**config.mk**
```make
export PLATFORM = sky130hd
export DESIGN_NAME = arbiter_n_to_1_request
export DESIGN_NICKNAME = d
export VERILOG_FILES = /design/src/rtl/arbiter_n_to_1_request.sv
export SDC_FILE = /design/constraint.sdc
export NUM_CORES = 1
export LEC_CHECK = 0
export ABC_AREA = 1
export BUFFER_PORTS_ARGS = -buffer_cell sky130_fd_sc_hd__buf_2
export CAP_MARGIN = 10
export CORE_AREA = 4 4 158 160
export DETAILED_ROUTE_END_ITERATION = 10
export DIE_AREA = 0 0 162 164
export HOLD_SLACK_MARGIN = 0.1
export PLACE_DENSITY = 0.68
export SLEW_MARGIN = 10
export SYNTH_ARGS = -nofsm -noshare
export SYNTH_HDL_FRONTEND = slang
export SYNTH_SLANG_ARGS = --single-unit
```
**constraint.sdc**
```tcl
create_clock -name ap_clk -period 5.2 [get_ports ap_clk]
set_input_delay 0.26 -clock ap_clk [delete_from_list [all_inputs] [get_ports ap_clk]]
set_output_delay 0.26 -clock ap_clk [all_outputs]
set_load 0.005 [all_outputs]
```
**src/rtl/arbiter_n_to_1_request.sv**
```systemverilog
// Round-robin merge of N memory request streams into one registered stream.
// Zero-route packets are consumed and counted instead of forwarded.
module arbiter_n_to_1_request #(
    parameter int NUM_MEMORY_REQUESTOR = 2,
    parameter int DATA_WIDTH           = 128,
    parameter int ROUTE_WIDTH          = 8
) (
    input  logic                                         ap_clk,
    input  logic                                         ap_rst_n,
    input  logic [NUM_MEMORY_REQUESTOR-1:0]              request_in_valid,
    input  logic [NUM_MEMORY_REQUESTOR*DATA_WIDTH-1:0]   request_in_payload,
    output logic [NUM_MEMORY_REQUESTOR-1:0]              request_in_ready,
    output logic                                         request_out_valid,
    output logic [DATA_WIDTH-1:0]                        request_out_payload,
    input  logic                                         request_out_ready,
    output logic [15:0]                                  drop_count,
    output logic                                         fifo_setup_signal
);

    localparam int N  = NUM_MEMORY_REQUESTOR;
    localparam int PW = (N > 1) ? $clog2(N) : 1;

    logic                  rst;
    logic [PW-1:0]         ptr;
    logic [PW-1:0]         ptr_nxt;
    logic [PW-1:0]         gnt;
    logic                  found;
    logic [DATA_WIDTH-1:0] gnt_payload;
    logic                  route_zero;
    logic                  load_en;
    logic                  accept;
    logic                  load;

    // Two passes: indices at/after the pointer first, then wrap to the lowest.
    always_comb begin
        found       = 1'b0;
        gnt         = '0;
        gnt_payload = '0;
        for (int i = 0; i < N; i++) begin
            if (!found && request_in_valid[i] && i >= int'(ptr)) begin
                found = 1'b1;
                gnt   = PW'(i);
            end
        end
        for (int i = 0; i < N; i++) begin
            if (!found && request_in_valid[i]) begin
                found = 1'b1;
                gnt   = PW'(i);
            end
        end
        for (int i = 0; i < N; i++) begin
            if (gnt == PW'(i)) begin
                gnt_payload = request_in_payload[i*DATA_WIDTH +: DATA_WIDTH];
            end
        end
    end

    assign route_zero = ~|gnt_payload[ROUTE_WIDTH-1:0];
    assign load_en    = ~request_out_valid | request_out_ready;
    assign accept     = found & ~rst & (load_en | route_zero);
    assign load       = accept & ~route_zero;
    assign ptr_nxt    = (int'(gnt) == N - 1) ? '0 : gnt + 1'b1;

    always_comb begin
        request_in_ready = '0;
        for (int i = 0; i < N; i++) begin
            if (accept && gnt == PW'(i)) begin
                request_in_ready[i] = 1'b1;
            end
        end
    end

    always_ff @(posedge ap_clk) begin
        if (!ap_rst_n) begin
            rst               <= 1'b1;
            fifo_setup_signal <= 1'b1;
            request_out_valid <= 1'b0;
            ptr               <= '0;
            drop_count        <= '0;
        end else begin
            rst               <= 1'b0;
            fifo_setup_signal <= rst;
            if (accept) begin
                ptr <= ptr_nxt;
            end
            if (load) begin
                request_out_valid <= 1'b1;
            end else if (load_en) begin
                request_out_valid <= 1'b0;
            end
            if (accept && route_zero && drop_count != 16'hFFFF) begin
                drop_count <= drop_count + 16'd1;
            end
        end
    end

    always_ff @(posedge ap_clk) begin
        if (load) begin
            request_out_payload <= gnt_payload;
        end
    end

endmodule

```
; ---- After elaboration in Yosys (flattened, before gate mapping)
; Index checks and enable logic that the tools add are counted.
[totals]
elab_cells = 46
out_inout_bits = 148
register_bits = 148
[op_classes]
order_cmp = 1
bitwise_logic = 8
n_mux = 14
add_sub_neg = 2
reduce_logical = 14
eq_ne = 1
[ops]
columns = cell, count
row1 = two-way mux 128 bit, 1
row2 = adder 16 x 1 -> 16 bit (second input constant), 1
row3 = != test 16 bit (second input constant), 1
row4 = two-way mux 1 bit, 13
row5 = logical AND 1 bit, 8
row6 = OR reduction 8 bit, 1
row7 = zero test 1 bit, 4
row8 = AND 1 bit, 3
row9 = inverter 1 bit, 3
row10 = OR 1 bit, 2
row11 = nonzero test 2 bit, 1
row12 = adder 1 bit (second input constant), 1
row13 = >= comparator 1 bit (first input constant), 1

; ---- Depth between registers and ports, before layout
[depth]
depth_word = 19
ltp_mapped = 12
mapped_depth_nobuf = 12

; ---- Worst setup path after synthesis
; Ideal clock, no wire load.
[synth_timing]
path_type = reg2reg
startpoint = reg ptr
endpoint = reg request_out_payload[0], enable pin
path_slack_ns = 1.226
stages_incl_launch_ff = 11
arrival_time_ns = 3.492
period_less_slack_ns = 3.974
t_required_ns = 4.718
path_buffers = 1
setup_time_ns = 0.482
path_cell_list = dfxtp_1 -> inv_2 -> nand2_4 -> nand2_4 -> buf_6 -> nand2_2 -> nand2_1 -> nor2_1 -> nand2_1 -> o21ai_1 -> inv_1
[synth_via]
elab_chain_len = 18
word_cells_on_any_way = 22
classes_between = order compare: 1 / mux: 8 / bitwise: 4 / reduce/logical: 9
[synth_lines]
columns = item, line_no
row1 = start: declaration, 24  ; logic [PW-1:0] ptr;
row2 = start signal: assignment, 84  ; ptr <= ptr_nxt;
row3 = >= comparator 1 bit *, 40  ; if (!found && request_in_valid[i] && i >= int'(ptr)) begin
row4 = logical AND 1 bit *, 40
row5 = two-way mux 1 bit *, 40
row6 = zero test 1 bit, 40
row7 = logical AND 1 bit, 40
row8 = two-way mux 1 bit, 40
row9 = zero test 1 bit, 46  ; if (!found && request_in_valid[i]) begin
row10 = logical AND 1 bit, 46
row11 = [4 not listed], --
row12 = two-way mux 128 bit *, 52  ; if (gnt == PW'(i)) begin
row13 = named net gnt_payload[0], 28  ; logic [DATA_WIDTH-1:0] gnt_payload;
row14 = OR reduction 8 bit *, 58  ; assign route_zero = ~|gnt_payload[ROUTE_WIDTH-1:0];
row15 = zero test 1 bit, 58
row16 = OR 1 bit, 60  ; assign accept = found & ~rst & (load_en | route_zero);
row17 = AND 1 bit, 60
row18 = AND 1 bit *, 61  ; assign load = accept & ~route_zero;
row19 = named net load, 32  ; logic load;
row20 = end signal: assignment, 99  ; request_out_payload <= gnt_payload;
row21 = end: declaration, 14  ; output logic [DATA_WIDTH-1:0] request_out_payload,
; The timed path passes the listed nets; every way through them passes the cells marked *.
; A chain may end at the register's enable or synchronous reset.

; ---- Final worst setup path
[layout_timing]
startpoint = reg ptr
endpoint = reg request_out_payload[67], enable pin
; The elaborated chain is that of the path after synthesis.

==> out/results.tsv <==
stage	metric	value	unit
power_and_ir_drop	peak supply drop	0.1849	mV
clock_network	Skew-Pair Late Insertion Delay	0.41	ns
logic_synthesis	mux share of post-synthesis cell area	0	
clock_network	clock-pin slew on the worst setup and hold paths	0.06	ns
grt	number of global-route vias before repair	6286	
worst_setup_path	crit path from	ptr	
worst_setup_path	Critical Path RT	5.30	ns
floorplanning	die width	162	um
grt	global-route wire length before repair	33.91	mm
logic_synthesis	Simple-Gate Fraction of Synth Area	0.2975	
logic_synthesis	Mapped Area	6746	um2
detailed_routing	DRC violations left	0	
sta	Worst Clk Skew	0.01060	ns
sta	Tcrit/Tclk final	0.6317	
sta	RSZ-0062 raised after global routing	false	
clock_network	cts bufs inserted	17	
layout	synth-to-layout area growth	47.77	%
sta	Min Clock Period, post-route	3.285	ns
layout	utilization of the core after routing	0.4260	
logic_synthesis	Post-Synth XOR/XNOR Area	0.01558	
worst_setup_path	crit path DAT	3.38	ns
worst_setup_path	R2R Setup Slk	1.92	ns
logic_synthesis	Synth Area in Compound Gates	0.01576	
clock_network	clock sinks	148	
logic_synthesis	Seq cells post-synth	148	
sta	Final Max Slew Viols	0	
placed_design	dpl ws	1.850	ns
floorplanning	Die Span Y	164	um
grt	largest net degree at the start of global routing	116	
worst_setup_path	Setup crit end kind	register	
sta	FMAX	304.4	MHz
sta	final setup TNS	0	ns
detailed_routing	Detailed Route WL	23.37	mm
worst_setup_path	worst-path cell chain	inv_2 > nand2_4 > nand2_4 > nand2_1 > nand2_1 > nor2_1 > nand2_1 > o21ai_1 > inv_6 > buf_4	
grt	total grt overflow	0	
clock_network	Root Driver	clkbuf_16	
worst_setup_path	worst-path fanout max	115	
logic_synthesis	Synth area leaders	edfxtp_1 (57%), nand2_1 (24%), dfxtp_1 (5.9%)	
layout	final net count	1431	
clock_network	H-tree depth	4	
floorplanning	Core ar.	23400	um2
logic_synthesis	share of the synthesized area in the top cell type	0.5697	
layout	Multi-input gate area	2238	um2
worst_setup_path	CP Class	register to register	
worst_setup_path	startpoint type of the worst setup path	register	
layout	Register Area	4244	um2
logic_synthesis	main combinational cell family by area after synthesis	simple AND/OR/NAND/NOR gates	
sta	Setup WS post-layout	1.915	ns
floorplanning	DIE AREA	26570	um2
detailed_routing	Antenna Violating Nets Remaining	0	
logic_synthesis	Netlist cell types	28	
logic_synthesis	syn_area_per_cell	9.092	um2
layout	share of layout cells above drive strength 1	0.3866	
hold_path	worst hold path type	primary input to register	
logic_synthesis	Post-Synth Adder-Cell Area	0.001855	
floorplanning	num ports	409	
logic_synthesis	Yosys warning count	0	
floorplanning	row cnt	56	
power_and_ir_drop	Pwr per Cell Area	311.9	nW/um2
detailed_routing	vias per inst	4.372	
hold_path	hold path startpoint	request_in_payload[11]	
status	status	finished, final reports clean	
detailed_routing	DRT iter0 DRCs	370	
clock_network	CTS max path bufs	2	
sta	final setup fails	0	
sta	worst slew pin tran	1.060	ns
sta	final hold slack	0.1212	ns
logic_synthesis	Seq/Total Area, Yosys	0.6291	
worst_setup_path	worst setup path endpoint	request_out_payload[67]	
worst_setup_path	r2r startpoint	ptr	
placed_design	Detail Placement HPWL	17.54	mm
sta	max_slew headroom	0.2936	
layout	Antenna Cells	0	
worst_setup_path	CP max stage cell	inv_6	
placed_design	GP Congestion	0.8935	
detailed_routing	detailed-route via count	6563	
grt	Total GRT Usage	0.1639	
floorplanning	starting density of the core	0.2883	
detailed_routing	Wirelength per Cell	15.57	um
placed_design	IO Port Bufs	408	
logic_synthesis	syn nets	1004	
worst_setup_path	R2R depth	10	
power_and_ir_drop	leak pwr	4.959	nW
layout	# fillers	2324	
worst_setup_path	worst reg2reg endpoint	request_out_payload[67]	
flow_run	max_cap viols	0	
detailed_routing	DRT Pass-1 Iters	5	
power_and_ir_drop	Tot Pwr	3.109	mW
logic_synthesis	cells after synthesis	742	
sta	Hold Vio Cnt, Final	0	
worst_setup_path	Critical Path Most Common Cell	nand2_1	
logic_synthesis	largest area contributor in the netlist	edfxtp_1	
worst_setup_path	Top delay family on crit path	buffers and inverters	
worst_setup_path	slowest stage delay, CP	0.77	ns
grt	initial antenna violation count	0	
worst_setup_path	Worst Path Buf+Inv	3	
worst_setup_path	stages on the worst setup path	10	
clock_network	CTS tree	built	
==> layer usage <==
metal	global-route usage	wire length, um	part of all wire	up-vias
met3	0.04693	1818	0.078	33
met4	0.05075	487	0.021	0
met5	0	0	0	-
li1	-	-	-	3244
met2	0.2854	11810	0.51	284
met1	0.1972	9248	0.40	3002
==> tightest hold or removal path, cell delays in order <==
cell	delay, ns
buf_2	0.07
nand2_1	0.04
nand2_1	0.05
==> state kept, by name, indices dropped and copies added (netlist names) <==
name / count
drop_count: 16
rst: 1
fifo_setup_signal: 1
ptr: 1
request_out_valid: 1
request_out_payload: 128
==> cells in the final DEF (no fill, tap or decap) <==
| cell type | instances |
|---|---|
| buf_2 | 408 |
| nor2_4 | 1 |
| nand4_1 | 16 |
| o21ai_0 | 1 |
| inv_1 | 28 |
| a21oi_1 | 15 |
| clkbuf_1 | 2 |
| clkbuf_16 | 17 |
| nor2_1 | 27 |
| nand4_4 | 1 |
| ha_1 | 1 |
| o21ai_1 | 3 |
| clkinvlp_4 | 2 |
| clkinv_2 | 1 |
| xnor2_1 | 4 |
| nand3_1 | 15 |
| nor2_2 | 3 |
| edfxtp_1 | 128 |
| buf_4 | 4 |
| clkinv_1 | 1 |
| inv_2 | 1 |
| nand2_2 | 3 |
| nand4_2 | 1 |
| inv_6 | 5 |
| nand2_1 | 423 |
| a21boi_4 | 1 |
| nand3b_1 | 3 |
| nand3_2 | 1 |
| clkinv_4 | 3 |
| dfxtp_1 | 20 |
| dlygate4sd3_1 | 29 |
| bufinv_16 | 3 |
| nand2_4 | 2 |
| nor3_1 | 1 |
| xor2_1 | 8 |
==> layout make-up <==
cell class,count,share of cell area
well taps,319,0.04004
flip-flops and latches,148,0.4257
multi-input cells,530,0.2245
clock inverters,13,0.01719
repair buffers,441,0.2369
clock buffers,19,0.04342
inverters,31,0.01217
==> repair_timing <==
item	4_1_cts	5_1_grt
endpoints found under the setup margin	0	0
buffers inserted	0	0
hold buffers	29	0
gates resized for setup	0	0
hold endpoints to repair	24	0
==> worst min-delay path by stage <==
| stage | to | depth (start not counted) |
|---|---|---|
| after global placement | fifo_setup_signal | 2 |
| final | request_out_payload[11] | 3 |
| after detailed placement | fifo_setup_signal | 2 |
| after global routing | request_out_payload[33] | 3 |
| after floorplan | fifo_setup_signal | 1 |
| after CTS | request_out_payload[44] | 3 |
==> kinds of logic after synthesis <==
logic type / after synthesis
AO/OA/AOI/OAI: 20
XOR/XNOR: 12
adder cells (fa/ha/maj): 1
buffers and inverters: 64
flip-flops: 148
AND/OR/NAND/NOR: 497
==> stage by stage <==
stage / cells / area [um2]
3_3_place_gp: 1440 / 9075
4_1_cts: 1501 / 9970
6_report: 1501 / 9970
5_1_grt: 1501 / 9970
2_1_floorplan: 742 / 6746
3_5_place_dp: 1440 / 9075
==> where the power goes <==
part | internal, mW | switching [mW] | leakage [nW]
sequential | 1.40 | 0.0198 | 1.39
clock | 0.763 | 0.500 | 0.289
combinational | 0.187 | 0.243 | 3.28
==> synth_stat cells <==
cell and count:
a21boi_2 1, a21oi_1 15, buf_2 7, buf_6 3, clkbuf_1 23, clkinv_1 1, dfxtp_1 20, edfxtp_1 128
ha_1 1, inv_1 29, inv_2 1, nand2_1 423, nand2_2 3, nand2_4 2, nand3_1 15, nand3_2 1
nand3b_1 3, nand4_1 16, nand4_2 1, nand4_4 1, nor2_1 27, nor2_2 3, nor2_4 1, nor3_1 1
o21ai_0 1, o21ai_1 3, xnor2_1 4, xor2_1 8
(Power assumes the default switching activity.)
